## src/rtl/blackjack_round_fsm.sv

```systemverilog
// Blackjack round controller: deals cards from a Galois LFSR or an injection port, tracks both
// hands with soft-ace totals and plays the dealer. Define BJ_DEALER_HITS_SOFT17_EN to hit soft 17.
module blackjack_round_fsm #(
    parameter logic [15:0] LFSR_SEED = 16'hACE1
) (
    input  logic       CLOCK_50,
    input  logic       reset,
    input  logic       hit_pressed,
    input  logic       stand_pressed,
    input  logic       deal_pressed,
    input  logic       card_inject_valid,
    input  logic [3:0] card_inject_rank,
    output logic [4:0] player_total,
    output logic [4:0] dealer_total,
    output logic [3:0] player_count,
    output logic [3:0] dealer_count,
    output logic [3:0] last_card,
    output logic       last_to_dealer,
    output logic       card_strobe,
    output logic       hole_hidden,
    output logic [2:0] state,
    output logic [1:0] outcome,
    output logic       round_done
);

    typedef enum logic [2:0] {
        S_IDLE   = 3'd0,
        S_DEAL   = 3'd1,
        S_PLAY   = 3'd2,
        S_HIT    = 3'd3,
        S_DEALER = 3'd4,
        S_RESULT = 3'd5
    } state_t;

    localparam logic [15:0] SEED_EFF  = (LFSR_SEED == 16'h0000) ? 16'h0001 : LFSR_SEED;
    localparam logic [15:0] LFSR_MASK = 16'hB400;

    state_t      state_q, state_d;
    logic [15:0] lfsr_q, lfsr_d;
    logic [4:0]  p_hard_q, p_hard_d, d_hard_q, d_hard_d;
    logic        p_ace_q, p_ace_d, d_ace_q, d_ace_d;
    logic [3:0]  p_cnt_q, p_cnt_d, d_cnt_q, d_cnt_d;
    logic [3:0]  last_card_q, last_card_d;
    logic        last_to_dealer_q, last_to_dealer_d;
    logic        card_strobe_q, card_strobe_d;
    logic        hole_hidden_q, hole_hidden_d;
    logic [1:0]  outcome_q, outcome_d;
    logic        round_done_q, round_done_d;
    logic [2:0]  deal_cnt_q, deal_cnt_d;
    logic        hit_drawn_q, hit_drawn_d;

    logic [4:0]  p_best, d_best;
    logic [3:0]  lfsr_rank, draw_rank;
    logic [4:0]  draw_val;
    logic        draw_ok, want_card, to_dealer, dealer_wants;

    function automatic logic [4:0] best_total(input logic [4:0] hard, input logic ace);
        return (ace && hard <= 5'd11) ? hard + 5'd10 : hard;
    endfunction

    function automatic logic [1:0] judge(input logic [4:0] pb, input logic [4:0] db);
        if (pb > 5'd21)      return 2'b10;
        else if (db > 5'd21) return 2'b01;
        else if (pb > db)    return 2'b01;
        else if (pb < db)    return 2'b10;
        else                 return 2'b11;
    endfunction

    function automatic logic [3:0] sat_inc(input logic [3:0] c);
        return (c == 4'd15) ? c : c + 4'd1;
    endfunction

    assign p_best    = best_total(p_hard_q, p_ace_q);
    assign d_best    = best_total(d_hard_q, d_ace_q);
    assign lfsr_rank = lfsr_q[3:0];

`ifdef BJ_DEALER_HITS_SOFT17_EN
    assign dealer_wants = (d_best < 5'd17) || (d_best == 5'd17 && d_ace_q && d_hard_q == 5'd7);
`else
    assign dealer_wants = (d_best < 5'd17);
`endif

    // Injected ranks always win and are clamped; LFSR candidates outside 1..13 retry next cycle.
    always_comb begin
        if (card_inject_valid) begin
            draw_rank = (card_inject_rank == 4'd0 || card_inject_rank > 4'd13) ? 4'd13
                                                                               : card_inject_rank;
            draw_ok   = 1'b1;
        end else begin
            draw_rank = lfsr_rank;
            draw_ok   = (lfsr_rank != 4'd0) && (lfsr_rank <= 4'd13);
        end
        draw_val = (draw_rank >= 4'd10) ? 5'd10 : {1'b0, draw_rank};
    end

    // Request inputs are single-cycle pulses with no ready: a pulse is acted on only in a state
    // that accepts it and is otherwise dropped, never queued.
    always_comb begin
        state_d          = state_q;
        lfsr_d           = {1'b0, lfsr_q[15:1]} ^ (lfsr_q[0] ? LFSR_MASK : 16'h0000);
        p_hard_d         = p_hard_q;
        p_ace_d          = p_ace_q;
        p_cnt_d          = p_cnt_q;
        d_hard_d         = d_hard_q;
        d_ace_d          = d_ace_q;
        d_cnt_d          = d_cnt_q;
        last_card_d      = last_card_q;
        last_to_dealer_d = last_to_dealer_q;
        card_strobe_d    = 1'b0;
        hole_hidden_d    = hole_hidden_q;
        outcome_d        = outcome_q;
        deal_cnt_d       = deal_cnt_q;
        hit_drawn_d      = hit_drawn_q;
        want_card        = 1'b0;
        to_dealer        = 1'b0;

        case (state_q)
            S_IDLE, S_RESULT: begin
                if (deal_pressed) begin
                    state_d       = S_DEAL;
                    p_hard_d      = 5'd0;
                    p_ace_d       = 1'b0;
                    p_cnt_d       = 4'd0;
                    d_hard_d      = 5'd0;
                    d_ace_d       = 1'b0;
                    d_cnt_d       = 4'd0;
                    hole_hidden_d = 1'b1;
                    outcome_d     = 2'b00;
                    deal_cnt_d    = 3'd0;
                end
            end
            S_DEAL: begin
                if (deal_cnt_q < 3'd4) begin
                    want_card = 1'b1;
                    to_dealer = deal_cnt_q[0];
                end else if (p_best == 5'd21) begin
                    state_d       = S_DEALER;
                    hole_hidden_d = 1'b0;
                end else begin
                    state_d = S_PLAY;
                end
            end
            S_PLAY: begin
                if (stand_pressed) begin
                    state_d       = S_DEALER;
                    hole_hidden_d = 1'b0;
                end else if (hit_pressed) begin
                    state_d     = S_HIT;
                    hit_drawn_d = 1'b0;
                end
            end
            S_HIT: begin
                if (!hit_drawn_q) begin
                    want_card = 1'b1;
                end else if (p_best > 5'd21) begin
                    state_d   = S_RESULT;
                    outcome_d = 2'b10;
                end else if (p_best == 5'd21) begin
                    state_d       = S_DEALER;
                    hole_hidden_d = 1'b0;
                end else begin
                    state_d = S_PLAY;
                end
            end
            S_DEALER: begin
                if (dealer_wants) begin
                    want_card = 1'b1;
                    to_dealer = 1'b1;
                end else begin
                    state_d   = S_RESULT;
                    outcome_d = judge(p_best, d_best);
                end
            end
            default: state_d = S_IDLE;
        endcase

        if (want_card && draw_ok) begin
            card_strobe_d    = 1'b1;
            last_card_d      = draw_rank;
            last_to_dealer_d = to_dealer;
            if (to_dealer) begin
                d_hard_d = d_hard_q + draw_val;
                d_ace_d  = d_ace_q | (draw_rank == 4'd1);
                d_cnt_d  = sat_inc(d_cnt_q);
            end else begin
                p_hard_d = p_hard_q + draw_val;
                p_ace_d  = p_ace_q | (draw_rank == 4'd1);
                p_cnt_d  = sat_inc(p_cnt_q);
            end
            if (state_q == S_DEAL) deal_cnt_d = deal_cnt_q + 3'd1;
            if (state_q == S_HIT)  hit_drawn_d = 1'b1;
        end

        round_done_d = (state_d == S_RESULT);
    end

    always_ff @(posedge CLOCK_50 or negedge reset) begin
        if (!reset) begin
            state_q          <= S_IDLE;
            lfsr_q           <= SEED_EFF;
            p_hard_q         <= 5'd0;
            p_ace_q          <= 1'b0;
            p_cnt_q          <= 4'd0;
            d_hard_q         <= 5'd0;
            d_ace_q          <= 1'b0;
            d_cnt_q          <= 4'd0;
            last_card_q      <= 4'd0;
            last_to_dealer_q <= 1'b0;
            card_strobe_q    <= 1'b0;
            hole_hidden_q    <= 1'b0;
            outcome_q        <= 2'b00;
            round_done_q     <= 1'b0;
            deal_cnt_q       <= 3'd0;
            hit_drawn_q      <= 1'b0;
        end else begin
            state_q          <= state_d;
            lfsr_q           <= lfsr_d;
            p_hard_q         <= p_hard_d;
            p_ace_q          <= p_ace_d;
            p_cnt_q          <= p_cnt_d;
            d_hard_q         <= d_hard_d;
            d_ace_q          <= d_ace_d;
            d_cnt_q          <= d_cnt_d;
            last_card_q      <= last_card_d;
            last_to_dealer_q <= last_to_dealer_d;
            card_strobe_q    <= card_strobe_d;
            hole_hidden_q    <= hole_hidden_d;
            outcome_q        <= outcome_d;
            round_done_q     <= round_done_d;
            deal_cnt_q       <= deal_cnt_d;
            hit_drawn_q      <= hit_drawn_d;
        end
    end

    assign player_total   = p_best;
    assign dealer_total   = d_best;
    assign player_count   = p_cnt_q;
    assign dealer_count   = d_cnt_q;
    assign last_card      = last_card_q;
    assign last_to_dealer = last_to_dealer_q;
    assign card_strobe    = card_strobe_q;
    assign hole_hidden    = hole_hidden_q;
    assign state          = state_q;
    assign outcome        = outcome_q;
    assign round_done     = round_done_q;

endmodule

```

## config.mk

```make
export PLATFORM = sky130hd
export DESIGN_NAME = blackjack_round_fsm
export DESIGN_NICKNAME = d
export VERILOG_FILES = /design/src/rtl/blackjack_round_fsm.sv
export SDC_FILE = /design/constraint.sdc
export NUM_CORES = 1
export LEC_CHECK = 0
export ABC_CLOCK_PERIOD_IN_PS = 3100
export CAP_MARGIN = 5
export CORE_MARGIN = 5
export CORE_UTILIZATION = 45
export DETAILED_ROUTE_END_ITERATION = 8
export GPL_ROUTABILITY_DRIVEN = 0
export PLACE_DENSITY = 0.63
export SLEW_MARGIN = 20
export SYNTH_ARGS = -nofsm -noshare
export SYNTH_HDL_FRONTEND = slang
export SYNTH_SLANG_ARGS = --single-unit
```

## constraint.sdc

```tcl
create_clock -name CLOCK_50 -period 3.1 [get_ports CLOCK_50]
set_input_delay 0.31 -clock CLOCK_50 [delete_from_list [all_inputs] [get_ports CLOCK_50]]
set_output_delay 0.31 -clock CLOCK_50 [all_outputs]
set_load 0.01 [all_outputs]
```

Word-level counts from Yosys, hierarchy flattened
Cells that the tools add are included.
- flip-flop bits (word level): 53
- input port bits: 10
- output and inout bits: 31
- word-level logic and storage cells: 143
- $add $sub $neg: 7
- $lt $le $gt $ge: 11
- eq/ne operators: 19
- multiplexer cells: 74
- bitwise operators: 3
- reductions and logical operators: 13
- operators with widths (cell ; count):
    $mux 4 ; 13
    $mux 5 ; 10
    $mux 3 ; 12
    $mux 1 ; 26
    $mux 16 ; 1
    $xor 15x16->16 ; 1
    $pmux 3 s5 ; 1
    $mux 2 ; 7
    $ne 2x2->1 const B ; 7
    $add 5x4->5 ; 2
    $add 5x4->5 const B ; 2
    $gt 5x5->1 const B ; 2
    $le 5x4->1 const B ; 2
    $eq 3x3->1 const B ; 3
    $add 4x1->4 const B ; 2
    $eq 4x4->1 const B ; 2
    $reduce_bool 4->1 ; 2
    $eq 3x2->1 const B ; 2
    $ne 3x3->1 const B ; 2
    $pmux 2 s3 ; 1
    $reduce_and 6->1 ; 1
    $eq 5x5->1 const B ; 1
    $gt 5x5->1 ; 1
    $lt 5x5->1 ; 1
    19 further kinds ; 23

Depth between registers and ports, before layout
- depth after elaboration: 10
- mapped depth: 12
- mapped depth without buffers: 12

Least setup slack after synthesis
No wires, ideal clock.
- path type: register to register
- start: reg d_hard_q[2]
- end: reg outcome_q[1] (netlist: outcome[1])
- arrival: 2628 ps
- stages on the path, launching flop included: 11
- clock period less this slack: 2695 ps
- path slack: 405 ps
- buffers on the path: 0
- data required time: 3033 ps
- library setup time: 67 ps
- cell sequence: dfrtp_1 -> inv_1 -> ha_1 -> a21o_1 -> a211o_1 -> and2_1 -> ha_1 -> maj3_2 -> maj3_1 -> a211oi_1 -> o221a_1
- word-level cells in the longest chain between the ends: 9
- elaborated cells between the ends (all ways): 14
- those cells by class: add/sub (1); order compare (4); eq/ne (1); mux (6); reduce/logical (2)
- RTL lines (item ; RTL line ; source):
    start: declaration ; 40 ; logic [4:0] p_hard_q, p_hard_d, d_hard_q, d_hard_d;
    start signal: assignment ; 221 ; d_hard_q <= d_hard_d;
    $le 5x4->1 ; 58 ; return (ace && hard <= 5'd11) ? hard + 5'd10 : hard;
    $logic_and 1x1->1 ; 58 ;
    $mux 5 (*) ; 58 ;
    $gt 5x5->1 ; 64 ; else if (pb > db) return 2'b01;
    $mux 2 ; 64 ;
    $mux 2 ; 63 ; else if (db > 5'd21) return 2'b01;
    $mux 2 ; 62 ; if (pb > 5'd21) return 2'b10;
    $mux 2 ; 166 ; if (dealer_wants) begin
    $pmux 2 s3 ; 117 ; case (state_q)
    end signal: assignment ; 228 ; outcome_q <= outcome_d;
    end: declaration ; 47 ; logic [1:0] outcome_q, outcome_d;
Every way passes the cells marked *; elsewhere a longest branch is shown, timed or not. The select of a mux whose other input is x is not followed.
A chain may end at the register's enable or synchronous reset.

Worst setup path after layout
- start: reg d_hard_q[2]
- end: reg d_cnt_q[0] (netlist: dealer_count[0])
- word-level cells in the longest chain between the ends: 8
- elaborated cells between the ends (all ways): 12
- those cells by class: add/sub (1); order compare (2); eq/ne (1); mux (6); reduce/logical (2)
- RTL lines (item ; RTL line ; source):
    $le 5x4->1 ; 58 ;
    $logic_and 1x1->1 ; 58 ;
    $mux 5 (*) ; 58 ;
    $lt 5x5->1 (*) ; 80 ; assign dealer_wants = (d_best < 5'd17);
    $mux 1 (*) ; 166 ;
    $pmux 1 s3 or $pmux 1 s2 (tied branches) ; 117 ;
    $logic_and 1x1->1 or $mux 4 (tied branches) ; 177, 181 ;
    $ne 3x3->1 (no line) or $mux 4 (tied branches) ; n/a ;
    end signal: assignment ; 223 ; d_cnt_q <= d_cnt_d;
    end: declaration ; 42 ; logic [3:0] p_cnt_q, p_cnt_d, d_cnt_q, d_cnt_d;
Every way passes the cells marked *; elsewhere a longest branch is shown, timed or not.

==> key figures <==
Yosys
  • Mapped Area: 0.00314 sq mm
  • Post-Synthesis Cells: 329
  • Post-Syn Nets: 359
  • Top_reg_cell synth: dfrtp_1
  • Syn Area/Cell: 9.54 sq um
  • Post-synth EDFFs: 0
  • Yosys reg bits: 53
  • Synth area leader: dfrtp_1
  • Synth unique cells: 67
  • Post-synth top area share: 35.9%
  • Synth warn: 0
  • Synth async-reset ratio: 100%
  • Area contributors post-synth: dfrtp_1, ha_1, dfstp_2
  • Seq/Total Area, Yosys: 42.6%

Detailed routing
  • Iter 0 DRT Violations: 139
  • Vias/cell: 5.33
  • DR DRC count: 0
  • WL final: 7050 um
  • Drt pass-1 iters: 4
  • WL/cell: 14.9 um
  • Remaining antenna violation count: 0
  • Vias: 2527

Finish
  • Seq. cell area: 0.00134 sq mm
  • Layout cells sized above 1: 10.8%
  • Nets: 407
  • P&R area growth vs syn: 21.0%
  • Most used cells in the layout excluding fill and tap cells: dfrtp_1, nand2_1, clkdlybuf4s50_1
  • # fillers: 627
  • # diodes: 0
  • Cell area after layout: 0.00380 sq mm
  • Multi-input gate area in the final layout: 0.00165 sq mm
  • Most common cell after layout, fill and taps aside: dfrtp_1

Power and ir drop
  • Pwr/cell area: 830 mW/mm^2
  • Worst VDD drop: 0.000349 V
  • Leakage power figure: 1.77 nW

Floorplan
  • Row count: 30
  • I/O pins: 41
  • DIE AREA: 0.00875 sq mm
  • Die X: 93.5 um
  • CORE AREA: 0.00679 sq mm
  • Die height: 93.5 um
  • Starting Density: 46.2%

STA
  • Fmax achieved: 347 MHz
  • Tmin final: 2890 ps
  • Final Hold Fails: 0
  • Setup TNS: 0 ps
  • Clock Skew: 8.75 ps
  • Slew at the pin closest to its max-slew limit: 635 ps
  • Final setup violation count: 0
  • Slew headroom: 57.6%
  • RSZ-0062 raised after global routing: no
  • Final period util: 93.1%
  • Fin. max-slew vios: 0

CTS
  • Setup repair bufs after CTS: 0
  • TritonCTS Buffers: 5
  • Sink Count: 53
  • Clk root buf: clkbuf_8
  • H-tree Lvls: 2
  • Clk_lat worst skew: 310 ps
  • Worst-path clk slew: 110 ps
  • CTS max path bufs: 2
  • TritonCTS clock tree: yes

Global route
  • Congestion Overflow GR: 0
  • Vias in the first global route: 2529
  • Pin count of the biggest net entering global routing: 30
  • Global-route wire length before repair: 12100 um
  • Overall Global Routing Usage: 17.2%
  • Initial antenna violation count: 0

Placed design
  • I/O Buffers: 40
  • Dpl hpwl: 5330 um
  • Placed Area: 0.00369 sq mm

Setup path
  • Max FO, Critical Path: 8
  • Required time of the critical path: 3360 ps
  • Critical path class: reg -> reg
  • Startpoint types: flip-flop
  • Arrival time worst endpoint: 3140 ps
  • Critical path endpoint category: flip-flop

Run
  • Maxcap violations: 0

Worst hold path
  • Hold Path Class: reg -> reg

Status
  • Status: complete, no violations
-- power by group --
part           internal, W  total [W]  switching (W)
clock network     0.000169   0.000418       0.000250
logic             0.000800    0.00172       0.000923
registers         0.000850    0.00101       0.000161
-- path summary, 6_finish.rpt --
check	from	slack, ps	cells past startpoint	endpoint
max	d_hard_q[2]	210	9	dealer_count[0]
min	lfsr_q[4]	360	0	lfsr_q[3]
max reg2reg	d_hard_q[2]	210	9	dealer_count[0]
min reg2reg	lfsr_q[4]	360	0	lfsr_q[3]
max in group asynchronous	reset	1760	3	lfsr_q[6]
min in group asynchronous	reset	510	2	p_hard_q[2]
-- what timing repair did --
action	CTS	global route
hold endpoints to repair	22	0
endpoints found under the setup margin	0	0
hold buffers	1	0
resized for setup	0	0
-- Yosys cell counts, drive strengths merged, types with 3 or more instances --
cell type / instances
dfrtp: 45
a211oi: 4
dfstp: 8
o21a: 4
and2: 4
ha: 18
nand2b: 6
and4b: 4
a31oi: 5
nand2: 40
inv: 20
nor2: 15
a21oi: 19
xnor2: 5
nand3: 7
xor2: 5
nor3: 10
nand4: 3
maj3: 3
o21ai: 22
and3: 3
nor4: 3
a21o: 5
clkbuf: 8
buf: 6
o31ai: 5
nor2b: 7
a32o: 3
mux2i: 4
-- kinds of logic (layout without fill, tap and decap cells) --
| kind of cell | Yosys count | count (layout) | share of synthesized area (%) |
|---|---|---|---|
| and+or+nand+nor | 118 | 118 | 19.9 |
| adders and majority gates | 23 | 23 | 9.45 |
| AOI/OAI and AO/OA | 87 | 87 | 19.3 |
| DFF | 53 | 53 | 42.6 |
| xor gates and xnor gates | 10 | 10 | 2.79 |
| muxes | 4 | 4 | 1.28 |
| buffers and inverters | 34 | 83 | 4.74 |
-- through the flow --
stage | total power [W] | cells | utilization, % | hold slack, ps | setup WS [ps]
CTS | 0.00317 | 474 | 55.9 | 362 | 205
global route | 0.00342 | 474 | 55.9 | 370 | 64.1
detailed placement | 0.00275 | 465 | 54.3 | 329 | 94.1
finish | 0.00315 | 474 | 55.9 | 358 | 214
global placement | 0.00273 | 465 | 54.3 | 332 | 186
floorplan | 0.00208 | 329 | - | 14.4 | 405
-- metal layers --
metal	share of wire [%]	routed length (um)	vias up	global-route usage, %
met5	0	0	-	0
met4	1.4	98	0	3.66
met3	2.8	199	6	2.65
met2	44	3140	41	26.9
met1	51	3620	1197	25.0
li1	-	-	1283	-
-- registers in the layout (all words and copies together), names as in the netlist --
| signal | cells |
|---|---|
| d_ace_q | 1 |
| player_count | 4 |
| card_strobe | 1 |
| dealer_count | 4 |
| round_done | 1 |
| p_hard_q | 5 |
| outcome | 2 |
| hit_drawn_q | 1 |
| deal_cnt_q | 3 |
| state | 3 |
| d_hard_q | 5 |
| hole_hidden | 1 |
| last_card | 4 |
| last_to_dealer | 1 |
| p_ace_q | 1 |
| lfsr_q | 16 |
-- area by class of cell --
type | instances | area share (%)
Clock buffer | 5 | 1.81
Clock inverter | 3 | 0.889
Inverter | 20 | 1.98
Multi-Input combinational cell | 242 | 43.5
Sequential cell | 53 | 35.2
Tap cell | 96 | 3.16
Timing Repair Buffer | 55 | 13.4
-- critical path: stages, from the launching register on --
cell and delay [ps]:
dfrtp_1 410, buf_4 170, ha_1 190, or4b_4 500, a211oi_4 370, o21ai_1 160, o22ai_2 250, o21a_1 330
mux2i_1 280, a22o_1 170
(Power assumes the default switching activity.)
